[config.mk]
export PLATFORM = sky130hd
export DESIGN_NAME = npu_issue_ctrl_flat
export DESIGN_NICKNAME = d
export VERILOG_FILES = /design/src/rtl/npu_ctrl_pkg.sv /design/src/rtl/npu_issue_ctrl_if.sv /design/src/rtl/npu_timeout_counter.sv /design/src/rtl/npu_issue_ctrl.sv /design/src/flat_wrapper.sv
export SDC_FILE = /design/constraint.sdc
export NUM_CORES = 1
export LEC_CHECK = 0
export CAP_MARGIN = 5
export CORE_MARGIN = 2
export CORE_UTILIZATION = 39
export DETAILED_ROUTE_END_ITERATION = 8
export PLACE_DENSITY = 0.81
export SYNTH_ARGS = -nofsm -noshare
export SYNTH_HDL_FRONTEND = slang
export SYNTH_SLANG_ARGS = --single-unit
export TNS_END_PERCENT = 100
[constraint.sdc]
create_clock -name clk -period 2 [get_ports clk]
set_clock_uncertainty 0.2 [all_clocks]
set_input_delay 0.4 -clock clk [delete_from_list [all_inputs] [get_ports clk]]
set_output_delay 0.4 -clock clk [all_outputs]
set_load 0.01 [all_outputs]
[src/rtl/npu_ctrl_pkg.sv]
// Shared types and defaults for the NPU issue controller.
package npu_ctrl_pkg;

    localparam int NPU_DATA_W          = 32;
    localparam int NPU_FUNC_W          = 4;
    localparam int NPU_TIMEOUT_DEFAULT = 255;

    typedef enum logic [1:0] {
        ST_IDLE  = 2'd0,
        ST_ISSUE = 2'd1,
        ST_WAIT  = 2'd2,
        ST_DONE  = 2'd3
    } npu_state_e;

endpackage

[src/rtl/npu_issue_ctrl_if.sv]
// Request/response channel between the issue controller and the NPU.
interface npu_issue_ctrl_if #(
    parameter int DATA_W = 32,
    parameter int FUNC_W = 4
) ();

    logic              npu_req_valid;
    logic              npu_req_ready;
    logic [FUNC_W-1:0] npu_req_func;
    logic [DATA_W-1:0] npu_req_a;
    logic [DATA_W-1:0] npu_req_b;
    logic              npu_rsp_valid;
    logic [DATA_W-1:0] npu_rsp_data;

    modport master (
        output npu_req_valid, npu_req_func, npu_req_a, npu_req_b,
        input  npu_req_ready, npu_rsp_valid, npu_rsp_data
    );

    modport slave (
        input  npu_req_valid, npu_req_func, npu_req_a, npu_req_b,
        output npu_req_ready, npu_rsp_valid, npu_rsp_data
    );

endinterface

[src/rtl/npu_timeout_counter.sv]
// Saturating wait counter; tc is high once the count has reached TIMEOUT.
module npu_timeout_counter #(
    parameter int TIMEOUT = 255
) (
    input  logic clk,
    input  logic reset,
    input  logic clear,
    input  logic enable,
    output logic tc
);

    localparam int                CNT_W  = $clog2(TIMEOUT + 1);
    localparam logic [CNT_W-1:0] TC_VAL = CNT_W'(TIMEOUT);

    logic [CNT_W-1:0] cnt_q, cnt_d;

    always_comb begin
        cnt_d = cnt_q;
        if (clear) begin
            cnt_d = '0;
        end else if (enable && (cnt_q != TC_VAL)) begin
            cnt_d = cnt_q + 1'b1;
        end
    end

    // NOTE: state uses non-blocking assignments so every flop samples pre-edge values.
    always_ff @(posedge clk) begin
        if (reset) cnt_q <= '0;
        else       cnt_q <= cnt_d;
    end

    assign tc = (cnt_q == TC_VAL);

endmodule

[src/rtl/npu_issue_ctrl.sv]
// EX-stage sequencer: latches an NPU op, issues it, stalls until the result
// returns, and absorbs flushes and timeouts so the core never wedges.
module npu_issue_ctrl
    import npu_ctrl_pkg::*;
#(
    parameter int DATA_W  = NPU_DATA_W,
    parameter int FUNC_W  = NPU_FUNC_W,
    parameter int TIMEOUT = NPU_TIMEOUT_DEFAULT
) (
    input  logic                 clk,
    input  logic                 reset,
    input  logic                 ex_valid,
    input  logic                 ex_en_npu,
    input  logic [FUNC_W-1:0]    ex_func,
    input  logic [DATA_W-1:0]    ex_op_a,
    input  logic [DATA_W-1:0]    ex_op_b,
    input  logic                 flush,
    npu_issue_ctrl_if.master     npu,
    output logic                 npu_stall,
    output logic [DATA_W-1:0]    npu_result,
    output logic                 npu_result_valid,
    output logic                 npu_timeout,
    output logic                 busy
);

    npu_state_e        state_q, state_d;
    logic              kill_q, kill_d;
    logic [FUNC_W-1:0] func_q, func_d;
    logic [DATA_W-1:0] a_q, a_d, b_q, b_d;
    logic [DATA_W-1:0] result_q, result_d;

    logic start, kill_now, cnt_clear, cnt_en, cnt_tc;

    assign start    = ex_valid & ex_en_npu & ~flush;
    // A flush landing on the completing cycle still squashes the result.
    assign kill_now = kill_q | flush;

    npu_timeout_counter #(.TIMEOUT(TIMEOUT)) u_timeout (
        .clk    (clk),
        .reset  (reset),
        .clear  (cnt_clear),
        .enable (cnt_en),
        .tc     (cnt_tc)
    );

    // NOTE: synchronous reset clears state, kill flag and every payload latch.
    always_ff @(posedge clk) begin
        if (reset) begin
            state_q  <= ST_IDLE;
            kill_q   <= 1'b0;
            func_q   <= '0;
            a_q      <= '0;
            b_q      <= '0;
            result_q <= '0;
        end else begin
            state_q  <= state_d;
            kill_q   <= kill_d;
            func_q   <= func_d;
            a_q      <= a_d;
            b_q      <= b_d;
            result_q <= result_d;
        end
    end

    // NOTE: every combinational output gets a default first, so no latch is inferred.
    always_comb begin
        state_d   = state_q;
        kill_d    = kill_q;
        func_d    = func_q;
        a_d       = a_q;
        b_d       = b_q;
        result_d  = result_q;
        cnt_clear = 1'b0;
        cnt_en    = 1'b0;
        case (state_q)
            ST_IDLE: begin
                if (start) begin
                    func_d  = ex_func;
                    a_d     = ex_op_a;
                    b_d     = ex_op_b;
                    kill_d  = 1'b0;
                    state_d = ST_ISSUE;
                end
            end
            ST_ISSUE: begin
                if (flush) kill_d = 1'b1;
                if (npu.npu_req_ready) begin
                    cnt_clear = 1'b1;
                    state_d   = ST_WAIT;
                end
            end
            ST_WAIT: begin
                cnt_en = 1'b1;
                if (flush) kill_d = 1'b1;
                // The response has priority over a timeout in the same cycle.
                if (npu.npu_rsp_valid) begin
                    result_d = npu.npu_rsp_data;
                    state_d  = kill_now ? ST_IDLE : ST_DONE;
                end else if (cnt_tc) begin
                    result_d = '0;
                    state_d  = kill_now ? ST_IDLE : ST_DONE;
                end
            end
            ST_DONE: state_d = ST_IDLE;
            default: state_d = ST_IDLE;
        endcase
    end

    always_comb begin
        busy              = (state_q != ST_IDLE);
        npu.npu_req_valid = (state_q == ST_ISSUE);
        npu.npu_req_func  = func_q;
        npu.npu_req_a     = a_q;
        npu.npu_req_b     = b_q;
        npu_result        = result_q;
        npu_result_valid  = (state_q == ST_DONE) & ~flush;
        npu_timeout       = (state_q == ST_WAIT) & cnt_tc & ~npu.npu_rsp_valid;
        // Last term holds a new NPU op in EX while a killed op drains.
        npu_stall = ((state_q == ST_IDLE) & start)
                  | (((state_q == ST_ISSUE) | (state_q == ST_WAIT)) & ~kill_q)
                  | (busy & ex_valid & ex_en_npu & kill_q);
    end

endmodule

[src/flat_wrapper.sv]
// flat-port wrapper written by rule: the top's interface ports become plain ports
module npu_issue_ctrl_flat import npu_ctrl_pkg::*;
#(
    parameter int DATA_W  = NPU_DATA_W,
    parameter int FUNC_W  = NPU_FUNC_W,
    parameter int TIMEOUT = NPU_TIMEOUT_DEFAULT
)
  (clk, reset, ex_valid, ex_en_npu, ex_func, ex_op_a, ex_op_b, flush, npu_stall, npu_result, npu_result_valid, npu_timeout, busy, npu_npu_req_valid, npu_npu_req_func, npu_npu_req_a, npu_npu_req_b, npu_npu_req_ready, npu_npu_rsp_valid, npu_npu_rsp_data);
  npu_issue_ctrl_if #(.DATA_W(DATA_W), .FUNC_W(FUNC_W)) npu_i ();
  input  logic clk;
  input  logic reset;
  input  logic ex_valid;
  input  logic ex_en_npu;
  input  logic [FUNC_W-1:0] ex_func;
  input  logic [DATA_W-1:0] ex_op_a;
  input  logic [DATA_W-1:0] ex_op_b;
  input  logic flush;
  output logic npu_stall;
  output logic [DATA_W-1:0] npu_result;
  output logic npu_result_valid;
  output logic npu_timeout;
  output logic busy;
  output wire logic [$bits(npu_i.npu_req_valid)-1:0] npu_npu_req_valid;
  output wire logic [$bits(npu_i.npu_req_func)-1:0] npu_npu_req_func;
  output wire logic [$bits(npu_i.npu_req_a)-1:0] npu_npu_req_a;
  output wire logic [$bits(npu_i.npu_req_b)-1:0] npu_npu_req_b;
  input wire logic [$bits(npu_i.npu_req_ready)-1:0] npu_npu_req_ready;
  input wire logic [$bits(npu_i.npu_rsp_valid)-1:0] npu_npu_rsp_valid;
  input wire logic [$bits(npu_i.npu_rsp_data)-1:0] npu_npu_rsp_data;
  assign npu_npu_req_valid = npu_i.npu_req_valid;
  assign npu_npu_req_func = npu_i.npu_req_func;
  assign npu_npu_req_a = npu_i.npu_req_a;
  assign npu_npu_req_b = npu_i.npu_req_b;
  assign npu_i.npu_req_ready = npu_npu_req_ready;
  assign npu_i.npu_rsp_valid = npu_npu_rsp_valid;
  assign npu_i.npu_rsp_data = npu_npu_rsp_data;
  npu_issue_ctrl #(.DATA_W(DATA_W), .FUNC_W(FUNC_W), .TIMEOUT(TIMEOUT)) u_core (.clk(clk), .reset(reset), .ex_valid(ex_valid), .ex_en_npu(ex_en_npu), .ex_func(ex_func), .ex_op_a(ex_op_a), .ex_op_b(ex_op_b), .flush(flush), .npu(npu_i), .npu_stall(npu_stall), .npu_result(npu_result), .npu_result_valid(npu_result_valid), .npu_timeout(npu_timeout), .busy(busy));
endmodule
# == After elaboration in Yosys (flattened, before gate mapping) ==
# Cells that the tools add are included.
# totals
reg_bits,111
latch_bits,0
mem_bits_rw,0
rom_bits,0
inputBits,107
word_cells,59
memories,0
# classes
addsub,1
multipliers,0
div_mod_pow,0
n_lt_le_gt_ge,0
n_eq_ne,9
n_shift,0
n_mux,14
bitwise,17
n_reduce_logical,11
# op_table
op,count
2-to-1 mux 32 bit,2
bitwise AND 1 bit,10
2-to-1 mux 2 bit,5
"adder 8 x 1 -> 8 bit, second input constant",1
"equality test 8 bit, second input constant",1
"!= test 8 bit, second input constant",1
one-hot mux 2 bit (4 select lines),1
"!= test 2 x 1 -> 1 bit, second input constant",3
AND reduction 3 bit,2
nonzero test 2 bit,3
2-to-1 mux 1 bit,5
"equality test 2 bit, second input constant",2
bitwise OR 1 bit,4
AND reduction 2 bit,2
OR reduction 2 bit,2
"!= test 3 x 2 -> 1 bit, second input constant",1
NOT 1 bit,3
"equality test 2 x 1 -> 1 bit, second input constant",1
logical NOT 2 bit,1
one-hot mux 1 bit (2 select lines),1
logical AND 1 bit,1

# == Depth between registers and ports, before layout ==
# Gate-level depths: netlist of the first run.
# depth
ltp_word,5
depth_mapped,9
depth_no_buf,6

# == By module ==
# A second synthesis of the first run with hierarchy kept.
# hier_totals
hier_cells,483
hier_area_um2,4100.2
# modules_own_cells
mod,n_inst,cells_per_inst,area_per_inst_um2,seq_area_each_um2
npu_issue_ctrl,1,438,3674.8,2062.0
npu_timeout_counter,1,45,425.4,160.2

# == Worst setup path after synthesis of the first run ==
# Ideal clock, no wire load.
# synth_timing
kind,register to output
start,reg u_core.state_q[0]
end,out npu_timeout
arrival_time_ns,1.202
setup_slack_ns,0.198
path_stages_with_launch,6
n_path_buf,1
cell_sequence,dfxtp_1 > inv_1 > ha_1 > buf_2 > and4_4 > and3_1
# synth_via
elab_chain_cells,3
# synth_rtl
item,line,source
from (decl),npu_issue_ctrl.sv:26,"npu_state_e state_q, state_d;"
from (signal assigned),npu_issue_ctrl.sv:56,state_q <= state_d;
equality test 2 bit,npu_issue_ctrl.sv:117,npu_timeout = (state_q == ST_WAIT) & cnt_tc & ~npu.npu_rsp_valid;
bitwise AND 1 bit (2 in series),npu_issue_ctrl.sv:117,
to (decl),flat_wrapper.sv:21,output logic npu_timeout;
# Every way passes these cells.

# == Worst setup path in the final report of the first run ==
# layout_timing
start,reg u_core.state_q[1]
end,out npu_stall
# layout_via
elab_chain_cells,5
elab_cells_between_ends,12
classes_between,2 x eq/ne; 8 x bitwise; 2 x reduce/logical
# layout_rtl
item,line,source
equality test 2 x 1 -> 1 bit (tied with other cells),npu_issue_ctrl.sv:120,| (((state_q == ST_ISSUE) | (state_q == ST_WAIT)) & ~kill_q)
bitwise OR 1 bit / bitwise AND 1 bit (equally long branches),"npu_issue_ctrl.sv:120, npu_issue_ctrl.sv:121",
"bitwise AND 1 bit, on equally long branches","npu_issue_ctrl.sv:120, npu_issue_ctrl.sv:121",
bitwise OR 1 bit / bitwise AND 1 bit (equally long branches),"npu_issue_ctrl.sv:120, npu_issue_ctrl.sv:121",
bitwise OR 1 bit (*),npu_issue_ctrl.sv:121,| (busy & ex_valid & ex_en_npu & kill_q);
to (decl),flat_wrapper.sv:18,output logic npu_stall;
# Every way passes the cells marked *; elsewhere a longest branch is shown, timed or not.

==> summary.md, run 1 <==
| Metric | Value |
|---|---|
| Clk pin slew, worst setup/hold paths | 0.10 ns |
| Crit path DAT | 1.44 ns |
| Row count | 37 |
| CTS root buf | clkbuf_8 |
| Clock power frac | 25.1% |
| Final setup margin | -0.0375 ns |
| Mapped Area | 0.00409 sq mm |
| EDFF count, synth | 0 |
| WP data required | 1.40 ns |
| Gr ovfl total | 0 |
| Final hold vios | 0 |
| Crit path largest cell delay | 0.40 ns |
| Mapped Cells | 482 |
| Number of nets in the layout | 813 |
| CP endpoint kind | output pin |
| Synth warn | 0 |
| Worst-Skew Late Latency | 0.35 ns |
| Pin count of the biggest net entering global routing | 56 |
| Final ANT Viol Nets | 0 |
| Leakage | 2.44 nW |
| Post-DP HPWL | 8890 um |
| WL/cell | 15.1 um |
| Setup repair after global routing missed its margin | true |
| Vias in the first global route | 4076 |
| Psw | 1.54 mW |
| Fin crit period | 2.04 ns |
| Asr flop ratio synth | 0% |
| Setup CP Type | flop to output pin |
| DR iter-0 viols | 244 |
| Flop pwr share | 47.4% |
| I/O Pins | 212 |
| CTS Buf Count | 9 |
| Detailed Routing Iterations Pass 1 | 4 |
| Period utilization | 102% |
| Sequential cell area fraction in the yosys report | 54.3% |
| Sw Ratio | 29.9% |
| Fin Setup TNS | -0.0375 ns |
| Worst hold stages | 3 |
| Slew of the pin with the lowest slew margin | 0.568 ns |
| Status | finished with violations |
| Type of element launching the critical path | flop |
| Die area | 0.0113 sq mm |
| Worst hold slack | 0.174 ns |
| Synth cell types | 35 |
| Initial core utilization | 39.8% |
| Input/output buffers | 211 |
| CP Cell Sequence | inv_4 -> ha_4 -> nor2b_4 -> a21oi_2 -> o22ai_1 -> buf_2 |
| Failing checks | setup timing |
| Class of the worst hold path | input port to flop |
| Comb power frac | 27.5% |
| CTS tree | yes |
| Slowest cell on crit path | dfxtp_4 |
| RePlAce Congestion | 0.825 |
| Gr usage total | 21.4% |
| Internal cell power | 3.61 mW |
| Die Span Y | 106 um |
| MaxCap Viol Count | 0 |
| Core Box Area | 0.0103 sq mm |
| Path depth of the worst reg2reg path | 7 |
| Final setup viols | 1 |
| End-of-flow core utilization | 65.7% |
| H-tree depth | 3 |
| Total clock sinks | 111 |
| Post-DR vias/cell | 4.97 |
| Horiz. Die Dim | 106 um |
| Worst-case vdd ir drop | 0.000356 V |
| Remaining DRCs | 0 |
| Max Transition Viols Final | 0 |
| Most used DFF post-synth | dfxtp_1 |
| DRT Wirelength | 12700 um |
| Synth Net Count | 595 |
| Share of cells above drive strength 1 | 9.93% |
| Area Overhead vs Synth | 65.0% |
| Yosys reg bits | 111 |
| Ant diodes | 0 |
| Critical-path maximum fanout | 3 |
| Worst relative slew slack | 62.1% |
| Power per cell area | 763 mW/mm^2 |
| Initial antenna violation count | 0 |
| CTS Buffer Depth | 2 |
| Hold_buf cts | 0 |
| Syn avg cell area | 8.49 sq um |
| First-pass GRT wire length | 19600 um |
| Achievable Freq | 491 MHz |
| Vias | 4176 |
-- layout by cell type, fill, tap and decap left out, types with 2 or more instances in the layout --
cell type	count
o2111ai_1	2
clkdlybuf4s50_1	205
buf_12	6
a21oi_1	69
buf_6	2
nor2_1	40
o21ai_0	4
buf_4	22
a22oi_1	32
o211ai_1	2
and3_1	2
ha_1	3
nand2_1	142
nand3_1	4
xor2_1	4
o22ai_1	2
ha_4	3
and4_4	2
dfxtp_2	3
inv_1	5
dfxtp_1	107
a21oi_4	2
buf_2	3
inv_4	2
clkbuf_8	10
inv_6	2
-- registers in the layout, indices dropped and copies added (netlist names) --
name	count
u_core.u_timeout.cnt_q	8
u_core.kill_q	1
u_core.npu.npu_req_func	4
u_core.state_q	2
u_core.npu_result	32
u_core.npu.npu_req_a	32
u_core.npu.npu_req_b	32
-- per-layer routing --
metal | GRT usage, % | part of all wire, % | wire (um) | vias to the layer above
met1 | 25.1 | 41 | 5150 | 1928
li1 | - | - | - | 2047
met4 | 8.07 | 2.2 | 282 | 0
met2 | 36.9 | 49 | 6160 | 176
met3 | 6.13 | 8.5 | 1080 | 25
met5 | 0 | 0 | 0 | -
-- cell families after synthesis --
family / share of synthesized area [%]
AOI/OAI and AO/OA: 17.5
xor gates and xnor gates: 1.07
adders and majority gates: 1.83
buffers and inverters: 5.17
DFF: 54.3
muxes: 0.245
and+or+nand+nor: 19.9
-- metrics by stage --
stage               setup WS [ns]  std cells  power (mW)  cell area (sq um)
floorplan                   0.198        482        3.08               4090
global placement           -0.287        822        3.78               6450
detailed placement         -0.383        822        3.83               6450
CTS                       -0.0314        839        5.15               6710
global route               -0.116        841        5.41               6750
finish                    -0.0375        841        5.15               6750
-- critical path: cells and delay by family, from the launching register on --
family,cells,cell delay [ns]
flops,1,0.40
compound gates,2,0.22
buf+inv,2,0.19
fa+ha+maj,1,0.15
simple gates,1,0.13
-- cell type report --
type                       instances  area [sq um]
clock buffer                      10           138
clock inverter                     6          55.1
fill                             819          3530
inverter                           8          35.0
multi-input combinational        331          1740
sequential                       111          2230
tap                              136           170
timing repair buffer             239          2380
-- final timing paths --
check	startpoint	endpoint	slack, ns
worst max register to register	u_core.state_q[0]$_SDFFE_PP0P_	u_core.npu_result[18]$_SDFFE_PP0P_	0.12
worst max-delay path	u_core.state_q[1]$_SDFFE_PP0P_	npu_stall	-0.04
worst min-delay path	reset	u_core.state_q[0]$_SDFFE_PP0P_	0.17
worst min register to register	u_core.npu.npu_req_a[10]$_SDFFE_PP0P_	u_core.npu.npu_req_a[10]$_SDFFE_PP0P_	0.26
-- synthesized netlist by cell type (all sizes together) (2+ instances only) --
cell	count	share of area [%]
nor2b	2	0.31
a21oi	71	9.0
o21ai	4	0.49
clkbuf	12	1.1
xor2	4	0.86
inv	8	0.73
nand2	142	13
o22ai	2	0.31
dfxtp	111	54
ha	6	1.8
and4	3	0.70
a22oi	32	5.9
nand3	5	0.61
nor2	40	3.7
o211ai	2	0.37
and3	3	0.46
buf	21	3.3
o2111ai	2	0.43
-- power groups by stage --
stage	clock network (mW)	registers, mW	logic (mW)
final	1.29	2.44	1.41
after CTS	1.33	2.44	1.39
after floorplan	0	2.53	0.548
after global routing	1.43	2.46	1.53
after detailed placement	0	2.47	1.36
after global placement	0	2.46	1.32
-- what timing repair did --
action | in CTS | in global routing
setup endpoints to repair | 37 | 35
buffers inserted | 0 | 2
pin swaps | 4 | 1
gates cloned | 1 | 0
resized for setup | 37 | 6
No activity file was read; power rests on OpenSTA's default activity.
==> inputs of run 2 (changes only) <==
--- a/config.mk
+++ b/config.mk
@@ -10,6 +10,7 @@
 export CORE_UTILIZATION = 39
 export DETAILED_ROUTE_END_ITERATION = 8
 export PLACE_DENSITY = 0.81
+export SLEW_MARGIN = 20
 export SYNTH_ARGS = -nofsm -noshare
 export SYNTH_HDL_FRONTEND = slang
 export SYNTH_SLANG_ARGS = --single-unit
==> results of run 2 <==
Same layout as run 1: the final DEF is identical, and so are final timing and power.
==> inputs of run 3 (changes only) <==
--- a/config.mk
+++ b/config.mk
@@ -9,6 +9,8 @@
 export CORE_MARGIN = 2
 export CORE_UTILIZATION = 39
 export DETAILED_ROUTE_END_ITERATION = 8
+export GPL_ROUTABILITY_DRIVEN = 1
+export MAX_ROUTING_LAYER = met4
 export PLACE_DENSITY = 0.81
 export SLEW_MARGIN = 20
 export SYNTH_ARGS = -nofsm -noshare
==> run 3 against run 2 <==
  * The flow still finishes with violations (setup timing)
  * Fmax is essentially flat
  * Sequential share of layout area unchanged
  * Clock power barely moved
  * Power hardly changed
  * Flip-flop and latch count unchanged
  * Worst hold slack worse by 0.0052 ns
  * Routed wire length hardly changed
  * Critical path depth is the same
  * Largest power group unchanged
  * Highest routed layer unchanged
==> summary.md, run 3 (same netlist as run 1, synthesis figures left out) <==
| Metric | Value |
|---|---|
| Failing checks | setup timing |
| Gr usage total | 22.0% (+0.62 points) |
| Max Transition Viols Final | 0 (unchanged) |
| Horiz. Die Dim | 106 um (unchanged) |
| DRT Wirelength | 12700 um (about the same) |
| Worst Hold Launch | reset |
| Internal cell power | 3.61 mW (about the same) |
| Area Overhead vs Synth | 65.0% (unchanged) |
| Crit path DAT | 1.44 ns (about the same) |
| Design area | 0.00675 sq mm (unchanged) |
| Vias | 4161 (-0.36%) |
| CP endpoint kind | output pin |
| Number of nets in the layout | 813 (unchanged) |
| Comb power frac | 27.4% (about the same) |
| Flop pwr share | 47.4% (about the same) |
| Pin count of the biggest net entering global routing | 56 (unchanged) |
| Core Box Area | 0.0103 sq mm (unchanged) |
| Class of the worst hold path | input port to flop |
| Achievable Freq | 491 MHz (about the same) |
| Worst-Skew Late Latency | 0.35 ns (about the same) |
| Vias in the first global route | 4085 (+0.22%) |
| Clock power frac | 25.2% (about the same) |
| Layout Cells excl Fill | 841 (unchanged) |
| Die area | 0.0113 sq mm (unchanged) |
| WL/cell | 15.1 um (about the same) |
| Input/output buffers | 211 (unchanged) |
| Initial antenna violation count | 0 (unchanged) |
| Crit path max-delay family | flip-flops |
| Status | finished with violations |
| Post-DP Area | 0.00645 sq mm (unchanged) |
| Initial core utilization | 39.8% (unchanged) |
| DR iter-0 viols | 250 (+2.5%) |
| I/O Pins | 212 (unchanged) |
| Final setup viols | 1 (unchanged) |
| Post-DR vias/cell | 4.95 (-0.36%) |
| Crit path largest cell delay | 0.40 ns (about the same) |
| Slowest cell on crit path | dfxtp_4 |
| CTS root buf | clkbuf_8 |
| Row count | 37 (unchanged) |
| RePlAce Congestion | 0.837 (+1.5%) |
| Sw Ratio | 30.0% (+0.055 points) |
| Detailed Routing Iterations Pass 1 | 5 (+1) |
| WP data required | 1.40 ns (about the same) |
| CTS tree | yes |
| CP Cell Sequence | inv_4 -> ha_4 -> nor2b_4 -> a21oi_2 -> o22ai_1 -> buf_2 |
| Worst setup endpoint | npu_stall |
| Overall Power | 5.15 mW (about the same) |
| Dpl ws | -0.383 ns (unchanged) |
| Clk pin slew, worst setup/hold paths | 0.10 ns (about the same) |
| H-tree depth | 3 (unchanged) |
| Type of element launching the critical path | flop |
| Post-DP HPWL | 8890 um (unchanged) |
| Psw | 1.54 mW (+0.27%) |
| Worst-case vdd ir drop | 0.000357 V (about the same) |
| Commonest non-fill, non-tap cell in the layout | clkdlybuf4s50_1 |
| Dpl cells | 822 (unchanged) |
| Total clock sinks | 111 (unchanged) |
| Power per cell area | 763 mW/mm^2 (about the same) |
| Period utilization | 102% (about the same) |
| End-of-flow core utilization | 65.7% (unchanged) |
| Fin crit period | 2.04 ns (-0.00203 ns) |
| Worst hold slack | 0.169 ns (-0.00519 ns) |
| Worst R2R Setup Slack | 0.12 ns (about the same) |
| Reg2reg start | u_core.state_q[0]$_SDFFE_PP0P_ |
| Most frequent cells in the layout | 205 x clkdlybuf4s50_1, 142 x nand2_1, 107 x dfxtp_1 |
| Gr ovfl total | 0 (unchanged) |
| CTS Buffer Depth | 2 (unchanged) |
| Setup CP Type | flop to output pin |
| Bufs and invs on worst path | 2 (unchanged) |
| Worst relative slew slack | 62.3% (+0.21 points) |
| Remaining DRCs | 0 (unchanged) |
| Hold_buf cts | 0 (unchanged) |
| Leakage | 2.44 nW (unchanged) |
| Fin Setup TNS | -0.0354 ns (+0.00203 ns) |
| WP depth | 6 (unchanged) |
| CTS Buf Count | 9 (unchanged) |
| Share of cells above drive strength 1 | 9.93% (unchanged) |
| RR Endpoint | u_core.npu_result[18]$_SDFFE_PP0P_ |
| Ant diodes | 0 (unchanged) |
| MaxCap Viol Count | 0 (unchanged) |
| Setup crit start | u_core.state_q[1]$_SDFFE_PP0P_ |
| Final setup margin | -0.0354 ns (+0.00203 ns) |
| First-pass GRT wire length | 19500 um (-0.18%) |
| Final hold vios | 0 (unchanged) |
| Final ANT Viol Nets | 0 (unchanged) |
| Slew of the pin with the lowest slew margin | 0.565 ns (-0.00309 ns) |
| Die Span Y | 106 um (unchanged) |
| Path depth of the worst reg2reg path | 7 (unchanged) |
| Critical-path maximum fanout | 3 (unchanged) |
| Setup repair after global routing missed its margin | true |
run 3: cell type report:
class                           count  area (sq um)
Sequential cell                   111          2230
Multi-Input combinational cell    331          1740
Tap cell                          136           170
Fill cell                         819          3530
Clock buffer                       10           138
Clock inverter                      6          55.1
Timing Repair Buffer              239          2380
Inverter                            8          35.0
run 3: power groups by stage:
stage | Clock (mW) | Sequential [mW] | Combinational, mW
2_1_floorplan | 0 | 2.53 | 0.548
3_3_place_gp | 0 | 2.46 | 1.32
3_5_place_dp | 0 | 2.47 | 1.36
4_1_cts | 1.33 | 2.44 | 1.39
5_1_grt | 1.43 | 2.46 | 1.53
6_report | 1.30 | 2.44 | 1.41
run 3: how the worst min path moves through the flow:
stage                                                  endpoint  slack (ns)  depth (start not counted)
after floorplan                      u_core.kill_q$_SDFFE_PP0P_        0.28                          2
after CTS                        u_core.state_q[0]$_SDFFE_PP0P_        0.15                          3
after global routing             u_core.state_q[0]$_SDFFE_PP0P_        0.16                          3
after detailed placement  u_core.npu.npu_req_b[31]$_SDFFE_PP0P_        0.25                          2
after global placement    u_core.npu.npu_req_b[25]$_SDFFE_PP0P_        0.24                          2
final                            u_core.state_q[0]$_SDFFE_PP0P_        0.17                          3
run 3: per-layer routing:
metal | wire length (um) | share of wire [%] | up-vias | track usage, %
met5 | 0 | 0 | - | -
met4 | 269 | 2.1 | 0 | 8.07
met3 | 947 | 7.5 | 23 | 4.78
met2 | 6200 | 49 | 182 | 36.9
met1 | 5240 | 41 | 1909 | 26.1
li1 | - | - | 2047 | -
run 3: timing repair:
item                                    4_1_cts  5_1_grt
gates resized for setup                      37        6
endpoints found under the setup margin       37       35
setup buffers                                 0        2
pin swaps                                     4        1
cloned                                        1        0
run 3: tightest hold or removal path, stage by stage:
cell,delay [ns]
buf_4,0.10
inv_1,0.07
o311a_1,0.11
